## src/rtl/pixel_pkg.sv

```systemverilog
// rtl/pixel_pkg.sv - shared types and sizing helpers for the pixel array frame controller
package pixel_pkg;

    typedef enum logic [2:0] {
        IDLE,
        ERASE_S,
        EXPOSE_S,
        CONV_S,
        ROW_LOAD,
        STREAM
    } state_t;

    localparam int DEF_N_ROWS       = 2;
    localparam int DEF_N_COLS       = 2;
    localparam int DEF_ADC_BITS     = 8;
    localparam int DEF_ERASE_CYCLES = 5;
    localparam int DEF_EXP_W        = 16;

    // Width of a counter holding 0..n-1; never narrower than one bit.
    function automatic int cnt_w(input int n);
        return (n <= 2) ? 1 : $clog2(n);
    endfunction

endpackage

```

## src/rtl/pixel_row_serializer.sv

```systemverilog
// rtl/pixel_row_serializer.sv - buffers one pixel row and streams it out one column per beat
module pixel_row_serializer
    import pixel_pkg::*;
#(
    parameter int N_COLS   = DEF_N_COLS,
    parameter int ADC_BITS = DEF_ADC_BITS
) (
    input  logic                         i_clk,
    input  logic                         i_rst,
    input  logic                         i_load,
    input  logic [N_COLS*ADC_BITS-1:0]   i_pix_data,
    input  logic                         i_ready,
    output logic [ADC_BITS-1:0]          o_data,
    output logic                         o_valid,
    output logic                         o_line_end,
    output logic                         o_col_zero,
    output logic                         o_row_done
);

    localparam int COL_W = cnt_w(N_COLS);

    logic [N_COLS*ADC_BITS-1:0] r_buf;
    logic [COL_W-1:0]           r_col;
    logic                       r_valid;
    logic                       w_last;
    logic                       w_xfer;

    assign w_last = (r_col == COL_W'(N_COLS - 1));
    assign w_xfer = r_valid & i_ready;

    always_ff @(posedge i_clk or posedge i_rst) begin
        if (i_rst) begin
            r_buf   <= '0;
            r_col   <= '0;
            r_valid <= 1'b0;
        end else if (i_load) begin
            r_buf   <= i_pix_data;
            r_col   <= '0;
            r_valid <= 1'b1;
        end else if (w_xfer) begin
            if (w_last) begin
                r_col   <= '0;
                r_valid <= 1'b0;
            end else begin
                r_col   <= r_col + COL_W'(1);
            end
        end
    end

    // Column index only moves on a transfer, so DATA and flags hold under backpressure.
    assign o_data     = r_buf[int'(r_col) * ADC_BITS +: ADC_BITS];
    assign o_valid    = r_valid;
    assign o_line_end = r_valid & w_last;
    assign o_col_zero = (r_col == '0);
    assign o_row_done = w_xfer & w_last;

endmodule

```

## src/rtl/pixel_array_ctrl.sv

```systemverilog
// rtl/pixel_array_ctrl.sv - erase/expose/convert sequencer with row-by-row valid/ready readout
module pixel_array_ctrl
    import pixel_pkg::*;
#(
    parameter int N_ROWS       = DEF_N_ROWS,
    parameter int N_COLS       = DEF_N_COLS,
    parameter int ADC_BITS     = DEF_ADC_BITS,
    parameter int ERASE_CYCLES = DEF_ERASE_CYCLES,
    parameter int EXP_W        = DEF_EXP_W
) (
    input  logic                       CLK,
    input  logic                       RESET,
    input  logic                       START,
    input  logic                       CONTINUOUS,
    input  logic [EXP_W-1:0]           EXPOSE_TIME,
    output logic                       ERASE,
    output logic                       EXPOSE,
    output logic                       CONVERT,
    output logic [ADC_BITS-1:0]        CNT_VALUE,
    output logic [N_ROWS-1:0]          ROW_SEL,
    input  logic [N_COLS*ADC_BITS-1:0] PIX_DATA,
    output logic [ADC_BITS-1:0]        DATA,
    output logic                       DATA_VALID,
    input  logic                       DATA_READY,
    output logic                       FRAME_START,
    output logic                       LINE_END,
    output logic                       BUSY
);

    localparam int ROW_W = cnt_w(N_ROWS);
    localparam int ER_W  = cnt_w(ERASE_CYCLES);

    state_t               r_state;
    state_t               w_next;
    logic [ER_W-1:0]      r_erase_cnt;
    logic [EXP_W-1:0]     r_exp_cnt;
    logic [EXP_W-1:0]     r_exp_time;
    logic [ADC_BITS-1:0]  r_conv_cnt;
    logic [ROW_W-1:0]     r_row;

    logic w_erase_last;
    logic w_exp_last;
    logic w_conv_last;
    logic w_row_last;
    logic w_row_done;
    logic w_col_zero;
    logic w_frame_end;
    logic w_launch;
    logic w_load;

    assign w_erase_last = (r_erase_cnt == ER_W'(ERASE_CYCLES - 1));
    // A latched exposure of 0 behaves like 1: the first cycle is already the last.
    assign w_exp_last   = (r_exp_time <= EXP_W'(1)) || (r_exp_cnt == r_exp_time - EXP_W'(1));
    assign w_conv_last  = &r_conv_cnt;
    assign w_row_last   = (r_row == ROW_W'(N_ROWS - 1));
    assign w_frame_end  = (r_state == STREAM) && w_row_done && w_row_last;
    assign w_launch     = ((r_state == IDLE) && START) || (w_frame_end && CONTINUOUS);
    assign w_load       = (r_state == ROW_LOAD);

    always_ff @(posedge CLK or posedge RESET) begin
        if (RESET) begin
            r_state <= IDLE;
        end else begin
            r_state <= w_next;
        end
    end

    always_comb begin
        w_next  = r_state;
        ERASE   = 1'b0;
        EXPOSE  = 1'b0;
        CONVERT = 1'b0;
        BUSY    = 1'b1;
        ROW_SEL = '0;
        case (r_state)
            IDLE: begin
                BUSY = 1'b0;
                if (START) w_next = ERASE_S;
            end
            ERASE_S: begin
                ERASE = 1'b1;
                if (w_erase_last) w_next = EXPOSE_S;
            end
            EXPOSE_S: begin
                EXPOSE = 1'b1;
                if (w_exp_last) w_next = CONV_S;
            end
            CONV_S: begin
                CONVERT = 1'b1;
                if (w_conv_last) w_next = ROW_LOAD;
            end
            ROW_LOAD: begin
                ROW_SEL = N_ROWS'(1) << r_row;
                w_next  = STREAM;
            end
            STREAM: begin
                ROW_SEL = N_ROWS'(1) << r_row;
                if (w_row_done) begin
                    if (!w_row_last)     w_next = ROW_LOAD;
                    else if (CONTINUOUS) w_next = ERASE_S;
                    else                 w_next = IDLE;
                end
            end
            default: w_next = IDLE;
        endcase
    end

    // Phase counters self-clear whenever their state is not active, so every entry starts at 0.
    always_ff @(posedge CLK or posedge RESET) begin
        if (RESET) begin
            r_erase_cnt <= '0;
            r_exp_cnt   <= '0;
            r_exp_time  <= '0;
            r_conv_cnt  <= '0;
            r_row       <= '0;
        end else begin
            if (w_launch) r_exp_time <= EXPOSE_TIME;
            r_erase_cnt <= ((r_state == ERASE_S) && !w_erase_last) ? r_erase_cnt + ER_W'(1) : '0;
            r_exp_cnt   <= ((r_state == EXPOSE_S) && !w_exp_last) ? r_exp_cnt + EXP_W'(1) : '0;
            r_conv_cnt  <= (r_state == CONV_S) ? r_conv_cnt + ADC_BITS'(1) : '0;
            if ((r_state == STREAM) && w_row_done) begin
                r_row <= w_row_last ? '0 : r_row + ROW_W'(1);
            end
        end
    end

    assign CNT_VALUE   = r_conv_cnt;
    assign FRAME_START = DATA_VALID && w_col_zero && (r_row == '0);

    pixel_row_serializer #(
        .N_COLS   (N_COLS),
        .ADC_BITS (ADC_BITS)
    ) u_ser (
        .i_clk      (CLK),
        .i_rst      (RESET),
        .i_load     (w_load),
        .i_pix_data (PIX_DATA),
        .i_ready    (DATA_READY),
        .o_data     (DATA),
        .o_valid    (DATA_VALID),
        .o_line_end (LINE_END),
        .o_col_zero (w_col_zero),
        .o_row_done (w_row_done)
    );

endmodule
```

## config.mk

```make
export PLATFORM = sky130hd
export DESIGN_NAME = pixel_array_ctrl
export DESIGN_NICKNAME = d
export VERILOG_FILES = /design/src/rtl/pixel_pkg.sv /design/src/rtl/pixel_row_serializer.sv /design/src/rtl/pixel_array_ctrl.sv
export SDC_FILE = /design/constraint.sdc
export NUM_CORES = 1
export LEC_CHECK = 0
export BUFFER_PORTS_ARGS = -buffer_cell sky130_fd_sc_hd__buf_2
export CAP_MARGIN = 20
export CORE_AREA = 2 2 157 82
export CTS_CLUSTER_DIAMETER = 30
export DETAILED_ROUTE_END_ITERATION = 10
export DIE_AREA = 0 0 159 84
export GPL_TIMING_DRIVEN = 0
export PLACE_DENSITY = 0.51
export SLEW_MARGIN = 15
export SYNTH_ARGS = -nofsm -noshare
export SYNTH_HDL_FRONTEND = slang
export SYNTH_HIERARCHICAL = 1
export SYNTH_SLANG_ARGS = --single-unit
```

## constraint.sdc

```tcl
create_clock -name CLK -period 4.1 [get_ports CLK]
set_clock_uncertainty 0.1 [all_clocks]
set_input_delay 0.82 -clock CLK [delete_from_list [all_inputs] [get_ports CLK]]
set_output_delay 0.82 -clock CLK [all_outputs]
set_load 0.02 [all_outputs]
```

== Word-level counts from Yosys, hierarchy flattened ==
Cells that the tools add are included.
Word-level totals
  register bits after elaboration: 65
  bits in latches: 0
  memory bits (writable): 0
  ROM bits: 0
  input bits: 37
  output and inout port bits: 25
  logic and storage cells: 77
  memories: 0
Cells by class
  add/subtract/negate cells: 6
  multipliers: 0
  div/mod/pow operators: 0
  $lt $le $gt $ge: 1
  equal/unequal tests: 12
  shift-type cells: 2
  multiplexer cells: 23
  bitwise operators: 5
  reduce and logical (&&, ||, !) cells: 19
Operators by type and width (number)
  3-bit 2-to-1 mux: 7
  3-bit one-hot mux with 6 select lines: 1
  16-bit by 1-bit adder with 16-bit output (second input constant): 1
  16-bit == test: 1
  16-bit by 1-bit less-or-equal comparator with 1-bit output (second input constant): 1
  16-bit 2-to-1 mux: 1
  16-bit by 5-bit variable part select with 8-bit output: 1
  16-bit by 1-bit subtractor with 16-bit output (second input constant): 1
  1-bit 2-to-1 mux: 12
  2-bit != test (second input constant): 5
  3-bit == test (second input constant): 3
  8-bit by 1-bit adder with 8-bit output (second input constant): 1
  1-bit logical AND: 8
  8-bit 2-to-1 mux: 1
  8-bit AND reduction: 1
  3-bit by 2-bit == test with 1-bit output (second input constant): 2
  5-bit AND reduction: 1
  2-bit nonzero test: 2
  3-bit by 1-bit adder with 3-bit output (second input constant): 1
  1-bit bitwise AND: 3
  3-bit by 1-bit == test with 1-bit output (second input constant): 1
  3-bit zero test: 1
  1-bit adder (second input constant): 2
  1-bit zero test: 2
  6 further kinds: 8

== Longest topological paths before layout ==
Gate-level depths: netlist of the first run.
  depth in word-level cells: 6
  depth in mapped cells: 10
  depth with buffers taken out: 8

== Hierarchy ==
Netlist of the first run, hierarchy kept.
By module, submodules not included
  pixel_array_ctrl: times used 1, cells each 296, area an instance 2796.4 sq um, sequential area each 1176.1 sq um
  pixel_row_serializer: times used 1, cells each 54, area an instance 844.6 sq um, sequential area each 450.4 sq um

== Worst setup path before layout of the first run ==
OpenSTA, ideal clock, no wires.
  path type: input port to flip-flop
  start: input DATA_READY
  end: register r_exp_time[15]
  setup time: 125 ps
  arrival: 2421 ps
  required time: 3875 ps
  setup slack: 1454 ps
  stages on the path: 6
  buffers on the path: 1
  cells stage by stage: and3_1 > and4_1 > a22oi_1 > nor2_1 > clkbuf_1 > mux2_2
Between the ends
  word-level cells in the longest chain between the ends: 6
Ends and longest elaborated chain
  start, declared: RTL line pixel_array_ctrl.sv:24  | input logic DATA_READY,
  1-bit bitwise AND: RTL line pixel_row_serializer.sv:29  | assign w_xfer = r_valid & i_ready;
  1-bit bitwise AND: RTL line pixel_row_serializer.sv:55  | assign o_row_done = w_xfer & w_last;
  1-bit logical AND (2 in series): RTL line pixel_array_ctrl.sv:56  | assign w_frame_end = (r_state == STREAM) && w_row_done && w_row_last;
  1-bit logical AND: RTL line pixel_array_ctrl.sv:57  | assign w_launch = ((r_state == IDLE) && START) || (w_frame_end && CONTINUOUS);
  1-bit logical OR: RTL line pixel_array_ctrl.sv:57
  end signal, assigned: RTL line pixel_array_ctrl.sv:113  | r_exp_time <= '0;
  end signal, assigned: RTL line pixel_array_ctrl.sv:117  | if (w_launch) r_exp_time <= EXPOSE_TIME;
  end, declared: RTL line pixel_array_ctrl.sv:37  | logic [EXP_W-1:0] r_exp_time;
Every way passes these cells.
A chain may end at the register's enable or synchronous reset.

== Final worst setup path of the first run ==
  start: register r_exp_time[0]
  end: register r_exp_cnt[13]
Between the ends
  word-level cells in the longest chain between the ends: 6
  elaborated cells between the ends (all ways): 7
  classes of those cells: add/sub: 1; order compare: 1; eq/ne: 1; mux: 1; reduce/logical: 3
Ends and longest elaborated chain
  16-bit by 1-bit subtractor with 16-bit output: RTL line pixel_array_ctrl.sv:53  | assign w_exp_last = (r_exp_time <= EXP_W'(1)) || (r_exp_cnt == r_exp_time - EXP_W'(1));
  16-bit == test: RTL line pixel_array_ctrl.sv:53
  1-bit logical OR (*): RTL line pixel_array_ctrl.sv:53
  1-bit zero test (*): RTL line pixel_array_ctrl.sv:119  | r_exp_cnt <= ((r_state == EXPOSE_S) && !w_exp_last) ? r_exp_cnt + EXP_W'(1) : '0;
  1-bit logical AND (*): RTL line pixel_array_ctrl.sv:119
  16-bit 2-to-1 mux (*): RTL line pixel_array_ctrl.sv:119
  end signal, assigned: RTL line pixel_array_ctrl.sv:119
  end, declared: RTL line pixel_array_ctrl.sv:36  | logic [EXP_W-1:0] r_exp_cnt;
Every way passes the cells marked *; elsewhere a longest branch is shown, timed or not.

==> flow_summary.json, run 1 <==
{
  "grt.total_usage_pct": 14.56,
  "cp.required_ns": 4.26,
  "pin_count": 62,
  "multi_input_area_sq_um": 1862,
  "postCtsSetupBuffers": 0,
  "synth_flop_cell": "dfrtp_1",
  "p_per_area_nw_per_um2": 698.4,
  "drt-wirelength-per-cell_microns": 14.97,
  "final_nets": 467,
  "cts_hold_repair.buffers": 0,
  "slew_violations": 0,
  "cts_htree_levels": 3,
  "ys_seq_area_share_pct": 44.67,
  "die-area_sq_um": 13360,
  "synthDistinctLibCells": 53,
  "timing.final.crit_share_pct": 70.51,
  "core_sq_um": 12190,
  "routed_wl_mm": 8.965,
  "slowest_stage": "or3b_2",
  "grt_overflow": 0,
  "fin_setup_tns_ns": 0,
  "postPlaceCellArea_sq_um": 4179,
  "clk_pin_slew_ns": 0.05,
  "period_needed_ns": 2.891,
  "cp_max_fo": 10,
  "async_reset_ff_share_pct": 100.0,
  "worstPathBufferInverterCount": 3,
  "io_buffers": 61,
  "synth_edf_count": 0,
  "setup_viol": 0,
  "path_class": "reg -> reg",
  "hold_violations": 0,
  "netlist_instances": 350,
  "synth_seq_cells": 65,
  "max_clock_freq_ghz": 0.3459,
  "cpLargestDelayFamily": "simple AND/OR/NAND/NOR gates",
  "antenna_found_initial": 0,
  "max-clock-path-buffers": 2,
  "path_cells": "inv_1, ha_1, or3b_2, clkbuf_1, or4_1, o21ai_2, nor4_1, a41o_2, buf_6, nor2_1",
  "viasPerCell": 4.728,
  "netlist_area_sq_um": 3641,
  "irDropWorstVdd_uv": 204.9,
  "mostFrequentLayoutCell": "dfrtp_1",
  "die_x_microns": 159,
  "num_vias": 2832,
  "fillCellCount": 1265,
  "hold_path_class": "in -> async",
  "clock_latency_ns": 0.33,
  "cts_buffers": 9,
  "leakage_uw": 0.002016,
  "max_slew_margin_pct": 50.67,
  "drt-initial-drc-count": 150,
  "final_cell_area_sq_um": 4499,
  "crit_arrival_ns": 3.05,
  "endpoint_kind": "register",
  "status": "finished clean",
  "diodes": 0,
  "synth-warning-count": 6,
  "slowest_delay_ns": 0.45,
  "grt_max_degree": 36,
  "syn_nets": 393,
  "cts_resized": 0,
  "drive_gt1_share_pct": 30.54,
  "grt_pass1_wl_mm": 15.12,
  "areaGrowthSynthToFinish_pct": 23.57,
  "avgSynthCellArea_sq_um": 10.40,
  "cts_root_buf": "clkbuf_16",
  "antenna_left": 0,
  "drc": 0,
  "tritoncts": "yes",
  "cap_violations": 0,
  "worst_slew_pin_slew_ns": 0.7392,
  "regArea_sq_um": 1627,
  "rsz0062_at_grt": "false",
  "gp_congestion": 0.8422,
  "initial_core_util_pct": 29.86,
  "grt_pass1_vias": 2828,
  "layout_common_cells": "dfrtp_1, buf_2, nor2_1",
  "dp_hpwl_mm": 6.936,
  "holdWs_ns": 0.3432,
  "cts.sinks": 65,
  "dr.pass1.iters": 4,
  "dieHeight_microns": 84,
  "critPathLaunchType": "register",
  "row_count": 29
}
## worst reg2reg max path, cell delays in order (launching register included)
cell and delay (ns):
dfrtp_1 0.44, inv_1 0.10, ha_1 0.22, or3b_2 0.45, clkbuf_1 0.20, or4_1 0.45
o21ai_2 0.15, nor4_1 0.08, a41o_2 0.36, buf_6 0.17, nor2_1 0.11
## per-stage QoR
stage	cells	power (uW)	util, %	setup WS [ns]
after global routing	599	3375	36.90	1.065
after floorplan	350	2002	-	1.454
after detailed placement	582	2363	34.28	0.7357
after global placement	581	2328	34.11	0.7245
after CTS	598	3172	36.81	1.005
final	599	3142	36.90	1.209
## routing by layer
layer,GRT usage (%),share of wire (%),vias to the layer above
met2,19.49,39,71
met4,4.628,1.3,0
li1,-,-,1377
met5,0,0,-
met3,3.428,6.9,13
met1,22.53,53,1371
## path summary, 6_finish.rpt
kind,start,end,slack [ns],cells past startpoint
min in group CLK,r_erase_cnt[0],r_erase_cnt[0],0.36,1
min,RESET,r_exp_cnt[9],0.34,2
max reg2reg,r_exp_time[0],r_exp_cnt[13],1.21,10
max in group asynchronous,RESET,u_ser/r_buf[7],2.90,2
min reg2reg,r_erase_cnt[0],r_erase_cnt[0],0.36,1
max,r_exp_time[0],r_exp_cnt[13],1.21,10
## registers in the layout (all words and copies together) (netlist names)
register and count:
r_exp_cnt 16, u_ser/o_valid 1, r_erase_cnt 3, CNT_VALUE 8, r_state 3, r_exp_time 16, u_ser/r_buf 16, r_row 1
u_ser/r_col 1
## cells in the mapped netlist, types with 2 or more instances
library cell	n	area, sq um
dfrtp_1	65	1627
nor2_1	37	138.9
mux2_2	30	337.8
xnor2_1	19	166.4
nand2_1	18	67.56
xor2_1	18	157.7
and3_1	13	81.33
inv_1	13	48.80
nand3_1	13	65.06
clkbuf_1	10	37.54
nor3_1	9	45.04
a21oi_1	8	40.04
mux2_4	8	120.1
o21ai_0	7	35.03
ha_1	6	75.07
or3_1	6	37.54
a211oi_1	5	37.54
and2_1	4	25.02
nand3b_1	4	30.03
nor4_1	4	25.02
or4_1	4	30.03
a211o_1	3	26.28
buf_6	3	33.78
nand2b_1	3	18.77
nor2b_1	3	18.77
o211ai_1	3	22.52
or3b_2	3	26.28
a22oi_1	2	15.01
a31oi_1	2	12.51
nand4_1	2	12.51
nor3b_1	2	15.01
o21a_1	2	15.01
## logic make-up (layout without fill, tap and decap cells)
logic type | count (synthesis) | in the layout | share of synthesized area, %
flip-flops | 65 | 65 | 44.67
adder cells (fa/ha/maj) | 6 | 6 | 2.062
AND/OR/NAND/NOR | 128 | 128 | 18.21
XOR/XNOR | 37 | 37 | 8.900
multiplexers | 38 | 38 | 12.58
buffers and inverters | 29 | 108 | 4.193
AO/OA/AOI/OAI | 47 | 47 | 9.382
## report_power, final
part	leakage [uW]	switching, uW	internal (uW)	total [uW]
Clock	0.000153	267	519	786
Sequential	0.000835	193	847	1040
Combinational	0.00103	700	615	1320
## area by class of cell
type                    count  area share, %
plain buffers              16          2.308
flip-flops and latches     65          36.15
repair buffers             63          7.481
well taps                 170          4.727
inverters                  13          1.085
multi-input cells         256          41.38
clock inverters             2         0.7786
clock buffers              14          6.090
No activity file was read; power rests on OpenSTA's default activity.
==> inputs of run 2 (changes only) <==
PLACE_DENSITY = 0.52   (was 0.51)
clock period = 2.6 ns   (was 4.1 ns; I/O delays follow)
==> run 2 against run 1 <==
  * Power up 73%
  * Non-clock buffer count up 2
  * Die area unchanged
  * Final cell count up 0.50%
  * The run now ends with negative setup slack left
  * Worst setup slack worse by 1.2 ns
  * Routed wire length grew 4.0%
  * Register-to-register slack worse by 1.2 ns
  * Critical endpoint is now r_exp_cnt[12]
  * Flip-flop and latch count stayed put
  * Combinational power is 80% higher
  * Core utilization rose by 2.0 points
==> flow_summary.json, run 2 (synthesis results as in run 1) <==
{
  "status": "finished, violations left",
  "violations": "negative setup slack",
  "clock_latency_ns": 0.33,
  "dp_hpwl_mm": 6.750,
  "hold_violations": 0,
  "cts_root_buf": "clkbuf_16",
  "die-area_sq_um": 13360,
  "core_sq_um": 12190,
  "final_cell_area_sq_um": 4740,
  "path_class": "reg -> reg",
  "p_per_area_nw_per_um2": 1149,
  "drc": 0,
  "cts_htree_levels": 3,
  "crit_arrival_ns": 2.76,
  "layout_common_cells": "buf_2, dfrtp_1, nor2_1",
  "grt_pass1_wl_mm": 14.89,
  "fillCellCount": 1221,
  "viasPerCell": 4.816,
  "regArea_sq_um": 1633,
  "cp.required_ns": 2.72,
  "clk_pin_slew_ns": 0.06,
  "slew_violations": 0,
  "leakage_uw": 0.002085,
  "path_cells": "or4_4, or4_4, o311a_4, a22oi_2, a41o_4, clkbuf_16, nor2_1",
  "slowest_stage": "or4_4",
  "io_buffers": 61,
  "grt_max_degree": 33,
  "grt_overflow": 0,
  "rrSetupSlack_ns": -0.04,
  "dr.pass1.iters": 4,
  "setup_slack_ns": -0.04013,
  "gp_congestion": 0.8509,
  "cap_violations": 0,
  "tritoncts": "yes",
  "hold_path_class": "in -> async",
  "reg_top3": "r_exp_cnt x16, r_exp_time x16, u_ser/r_buf x16",
  "max_slew_margin_pct": 53.73,
  "areaGrowthSynthToFinish_pct": 30.17,
  "cpLargestDelayFamily": "simple AND/OR/NAND/NOR gates",
  "worstPathBufferInverterCount": 1,
  "worst_slew_pin_slew_ns": 0.6887,
  "die_x_microns": 159,
  "utilization_pct": 38.88,
  "multi_input_area_sq_um": 1993,
  "num_vias": 2899,
  "diodes": 0,
  "routed_wl_mm": 9.328,
  "grt_pass1_vias": 2756,
  "period_needed_ns": 2.640,
  "initial_core_util_pct": 29.86,
  "postPlaceCellArea_sq_um": 4179,
  "cts_buffers": 9,
  "drt-wirelength-per-cell_microns": 15.50,
  "drive_gt1_share_pct": 38.89,
  "antenna_found_initial": 0,
  "grt.total_usage_pct": 14.28,
  "dieHeight_microns": 84,
  "antenna_left": 0,
  "cts.sinks": 65,
  "cp_common_cell": "or4_4",
  "final_nets": 470,
  "slowest_delay_ns": 0.61,
  "irDropWorstVdd_uv": 409.4,
  "drt-initial-drc-count": 187,
  "pin_count": 62,
  "setup_viol": 13,
  "row_count": 29,
  "rsz0062_at_grt": "true",
  "cp_max_fo": 5,
  "critPathLaunchType": "register",
  "max-clock-path-buffers": 2,
  "max_clock_freq_ghz": 0.3788,
  "endpoint_kind": "register",
  "timing.final.crit_share_pct": 101.5,
  "mostFrequentLayoutCell": "buf_2"
}
-- run 2: changes by cell type in the layout (fill, tap and decap cells not counted), moves of 3 or more --
cell      previous run  this run
nor4_2               0         3
clkbuf_1            12         4
buf_4                1         8
or4_4                0         3
dfrtp_1             65        60
or4_1                4         1
dfrtp_2              0         5
nor2_1              37        33
nor4_1               4         1
-- run 2: metal layers --
| metal | routed length [microns] | vias to the layer above | track usage (%) | share of wire (%) |
|---|---|---|---|---|
| li1 | - | 1397 | - | - |
| met1 | 5063 | 1412 | 22.30 | 54 |
| met2 | 3468 | 79 | 18.34 | 37 |
| met3 | 692 | 11 | 4.521 | 7.4 |
| met4 | 103 | 0 | 3.719 | 1.1 |
| met5 | 0 | - | 0 | 0 |
-- run 2: where the power goes --
group | leakage [uW] | internal, uW | total, uW | switching, uW
Sequential | 0.000830 | 1340 | 1710 | 370
Combinational | 0.00109 | 1160 | 2370 | 1210
Clock | 0.000169 | 917 | 1360 | 446
Total | 0.00208 | 3420 | 5450 | 2030
-- run 2: path summary, 6_finish.rpt --
path,depth (start not counted),to,startpoint
setup / recovery,7,r_exp_cnt[12],r_exp_time[0]
hold / removal,2,r_erase_cnt[2],RESET
setup reg to reg,7,r_exp_cnt[12],r_exp_time[0]
hold reg to reg,1,r_erase_cnt[0],r_erase_cnt[0]
max in group asynchronous,2,u_ser/r_buf[5],RESET
min in group CLK,3,r_exp_time[0],EXPOSE_TIME[0]
-- run 2: per-stage QoR --
| stage | std cells | setup TNS, ns | power [uW] | worst slack [ns] | hold slack [ns] |
|---|---|---|---|---|---|
| after global routing | 602 | -1.170 | 5802 | -0.08874 | 0.09730 |
| final | 602 | -0.3330 | 5447 | -0.04013 | 0.07161 |
| after detailed placement | 582 | -8.153 | 3742 | -0.5485 | 0.3542 |
| after CTS | 599 | -0.5895 | 5242 | -0.06115 | 0.07466 |
| after global placement | 581 | -6.874 | 3682 | -0.5112 | 0.3442 |
| after floorplan | 350 | 0 | 3157 | 0.05093 | 0.3319 |
-- run 2: cell type report --
type	count	share of cell area (%)
multi-input cells	257	42.05
flip-flops and latches	65	34.45
repair buffers	72	8.976
clock buffers	12	5.623
well taps	170	4.488
plain buffers	9	1.769
clock inverters	4	1.558
inverters	13	1.082
-- run 2: timing repair --
| action | 4_1_cts | 5_1_grt |
|---|---|---|
| gates resized for setup | 10 | 29 |
| hold buffers | 0 | 0 |
| buffers inserted | 5 | 4 |
| cloned | 0 | 2 |
| setup endpoints to repair | 33 | 17 |
| pin swaps | 4 | 10 |
==> inputs of run 3 (changes only) <==
CORE_AREA = 2 2 154 81   (was 2 2 157 82)
DIE_AREA = 0 0 156 83   (was 0 0 159 84)
PLACE_DENSITY = 0.51   (was 0.52)
SYNTH_HIERARCHICAL = default   (was 1)
clock period = 2.5 ns   (was 2.6 ns; I/O delays follow)
==> run 3 against run 2 <==
  * The flow still finishes with violations (negative setup slack)
  * Sequential power fell by 39%
  * Core utilization rose by 1.9 points
  * Routed wire length rose by 0.90%
  * Non-clock buffer count rose by 2
  * Critical path type unchanged
  * Largest cell class unchanged
==> flow_summary.json, run 3 <==
{
  "synth.largest_area_cell": "dfrtp_1",
  "path_class": "reg -> reg",
  "worst_slew_pin_slew_ns": 0.7704,
  "areaGrowthSynthToFinish_pct": 34.43,
  "synth-warning-count": 0,
  "cp_max_fo": 4,
  "io_buffers": 61,
  "antenna_left": 0,
  "setup_slack_ns": -0.07887,
  "hold_path_class": "in -> async",
  "mostFrequentLayoutCell": "buf_2",
  "reg_top3": "r_exp_cnt x16, r_exp_time x16, u_ser.r_buf x16",
  "cts_root_buf": "clkbuf_16",
  "p_comb_share_pct": 2.2,
  "dp_hpwl_mm": 6.710,
  "grt_max_degree": 47,
  "layout_common_cells": "buf_2, dfrtp_1, xor2_1",
  "grt_pass1_wl_mm": 14.98,
  "antenna_found_initial": 0,
  "drt-initial-drc-count": 183,
  "diodes": 0,
  "rsz0062_at_grt": "true",
  "dr.pass1.iters": 4,
  "cts_hold_repair.buffers": 0,
  "viasPerCell": 4.880,
  "row_count": 28,
  "slew_violations": 0,
  "max_clock_freq_ghz": 0.3878,
  "core_sq_um": 11530,
  "grt.total_usage_pct": 15.07,
  "yosysMostFrequentCell": "dfrtp_1",
  "setup_viol": 15,
  "synth_edf_count": 0,
  "violations": "negative setup slack",
  "gp_congestion": 0.8199,
  "syn_nets": 375,
  "period_needed_ns": 2.579,
  "tritoncts": "yes",
  "cp.required_ns": 2.64,
  "status": "finished, violations left",
  "clock_latency_ns": 0.33,
  "ys_seq_area_share_pct": 46.48,
  "netlist_instances": 332,
  "synthTopCellsByArea": "dfrtp_1, mux2_2, xor2_1, xnor2_1, mux2_1",
  "synthDistinctLibCells": 45,
  "endpoint_kind": "register",
  "cts_htree_levels": 3,
  "p_total_uw": 2494,
  "clk_pin_slew_ns": 0.06,
  "avgSynthCellArea_sq_um": 10.54,
  "path_cells": "nor4_4, buf_4, buf_12, nand3_4, nor4_4, xnor2_2, buf_4, a2111oi_4, a31oi_4, o32ai_2",
  "cts_buffers": 9,
  "seqPwrFrac_pct": 42.2,
  "die_x_microns": 156,
  "power.switching_uw": 534.7,
  "routed_wl_mm": 9.412,
  "pin_count": 62,
  "intPower_uw": 1960,
  "hold_violations": 0,
  "slowest_delay_ns": 0.42,
  "swShare_pct": 21.44,
  "clockPowerShare_pct": 55.6,
  "drive_gt1_share_pct": 37.89,
  "max_slew_margin_pct": 48.16,
  "grt_overflow": 0,
  "netlist_area_sq_um": 3500,
  "max-clock-path-buffers": 2,
  "die-area_sq_um": 12950,
  "slowest_stage": "dfrtp_2",
  "leakage_uw": 0.002187,
  "drc": 0,
  "drt-wirelength-per-cell_microns": 16.60,
  "synth_flop_cell": "dfrtp_1",
  "cpLargestDelayFamily": "compound AO/OA/AOI/OAI gates",
  "timing.final.crit_share_pct": 103.2,
  "p_per_area_nw_per_um2": 530.2,
  "synth.top_cells.by_count": "dfrtp_1, mux2_2, xor2_1",
  "irDropWorstVdd_uv": 283.1,
  "cts.sinks": 65,
  "fillCellCount": 1096,
  "worstPathBufferInverterCount": 3,
  "synth_seq_cells": 65,
  "critPathLaunchType": "register",
  "initial_core_util_pct": 30.36,
  "dp_slack_ns": -0.6381,
  "num_vias": 2767,
  "crit_arrival_ns": 2.72,
  "cap_violations": 0,
  "dieHeight_microns": 83,
  "grt_pass1_vias": 2677,
  "netlist.area_leader.share_pct": 46.48,
  "async_reset_ff_share_pct": 100.0,
  "final_nets": 455
}
==> run 3: routing by layer <==
| layer | part of all wire [%] | GRT usage, % | vias to the layer above |
|---|---|---|---|
| li1 | - | - | 1332 |
| met1 | 54 | 23.92 | 1382 |
| met2 | 41 | 19.31 | 51 |
| met3 | 4.3 | 4.645 | 2 |
| met4 | 0.44 | 3.503 | 0 |
| met5 | 0 | 0 | - |
==> run 3: worst register-to-register path, stage by stage (launching register included) <==
cell	delay [ns]
dfrtp_2	0.42
nor4_4	0.27
buf_4	0.18
buf_12	0.11
nand3_4	0.08
nor4_4	0.34
xnor2_2	0.13
buf_4	0.16
a2111oi_4	0.25
a31oi_4	0.18
o32ai_2	0.27
==> run 3: final timing paths <==
check | startpoint | end | slack [ns] | cells past startpoint
max in group asynchronous | RESET | r_exp_time[5] | 1.74 | 3
worst max-delay path | r_exp_time[3] | r_state[0] | -0.08 | 10
min in group CLK | EXPOSE_TIME[0] | r_exp_time[0] | 0.28 | 3
worst max register to register | r_exp_time[3] | r_state[0] | -0.08 | 10
worst min register to register | r_erase_cnt[0] | r_erase_cnt[0] | 0.37 | 1
worst min-delay path | RESET | CNT_VALUE[5] | 0.01 | 2
==> run 3: cell type report <==
cell class	instances	area [sq um]	area share [%]
multi-input cells	242	2003	42.58
flip-flops and latches	65	1634	34.73
clock buffers	9	225.2	4.787
clock inverters	7	103.9	2.207
inverters	11	43.79	0.9309
plain buffers	9	50.05	1.064
well taps	150	187.7	3.989
repair buffers	74	456.7	9.707
==> run 3: cell families (layout without fill, tap and decap cells) <==
family	Yosys count	count (layout)	share of synthesized area, %
buffers and inverters	25	110	2.824
flip-flops	65	65	46.48
AND/OR/NAND/NOR	119	119	17.91
XOR/XNOR	43	43	10.76
multiplexers	42	42	13.37
AO/OA/AOI/OAI	32	32	6.507
adder cells (fa/ha/maj)	6	6	2.145
==> run 3: power groups by stage <==
stage,Clock (uW),Sequential (uW),Combinational [uW]
after CTS,1430,1050,57.7
final,1390,1050,54.9
after detailed placement,0,1070,57.6
after global routing,1470,1050,63.6
after global placement,0,1070,49.5
after floorplan,0,1070,15.8
==> run 3: repair_timing <==
action                     CTS  global route
gates resized for setup     28            33
hold endpoints to repair     0             0
buffers inserted            10             2
cloned                       0             1
setup endpoints to repair   30            27
pin swaps                    9            18
==> run 3: metrics by stage <==
stage	setup TNS (ns)	util [%]	area (sq um)	cells	hold slack, ns
after floorplan	0	-	3500	332	0.3303
after global placement	-56.55	34.64	3993	543	0.3502
after detailed placement	-12.48	34.90	4023	544	0.3677
after CTS	-1.182	39.43	4544	567	0.01529
after global routing	-3.134	40.82	4705	567	0.02783
final	-0.7631	40.82	4705	567	0.01372
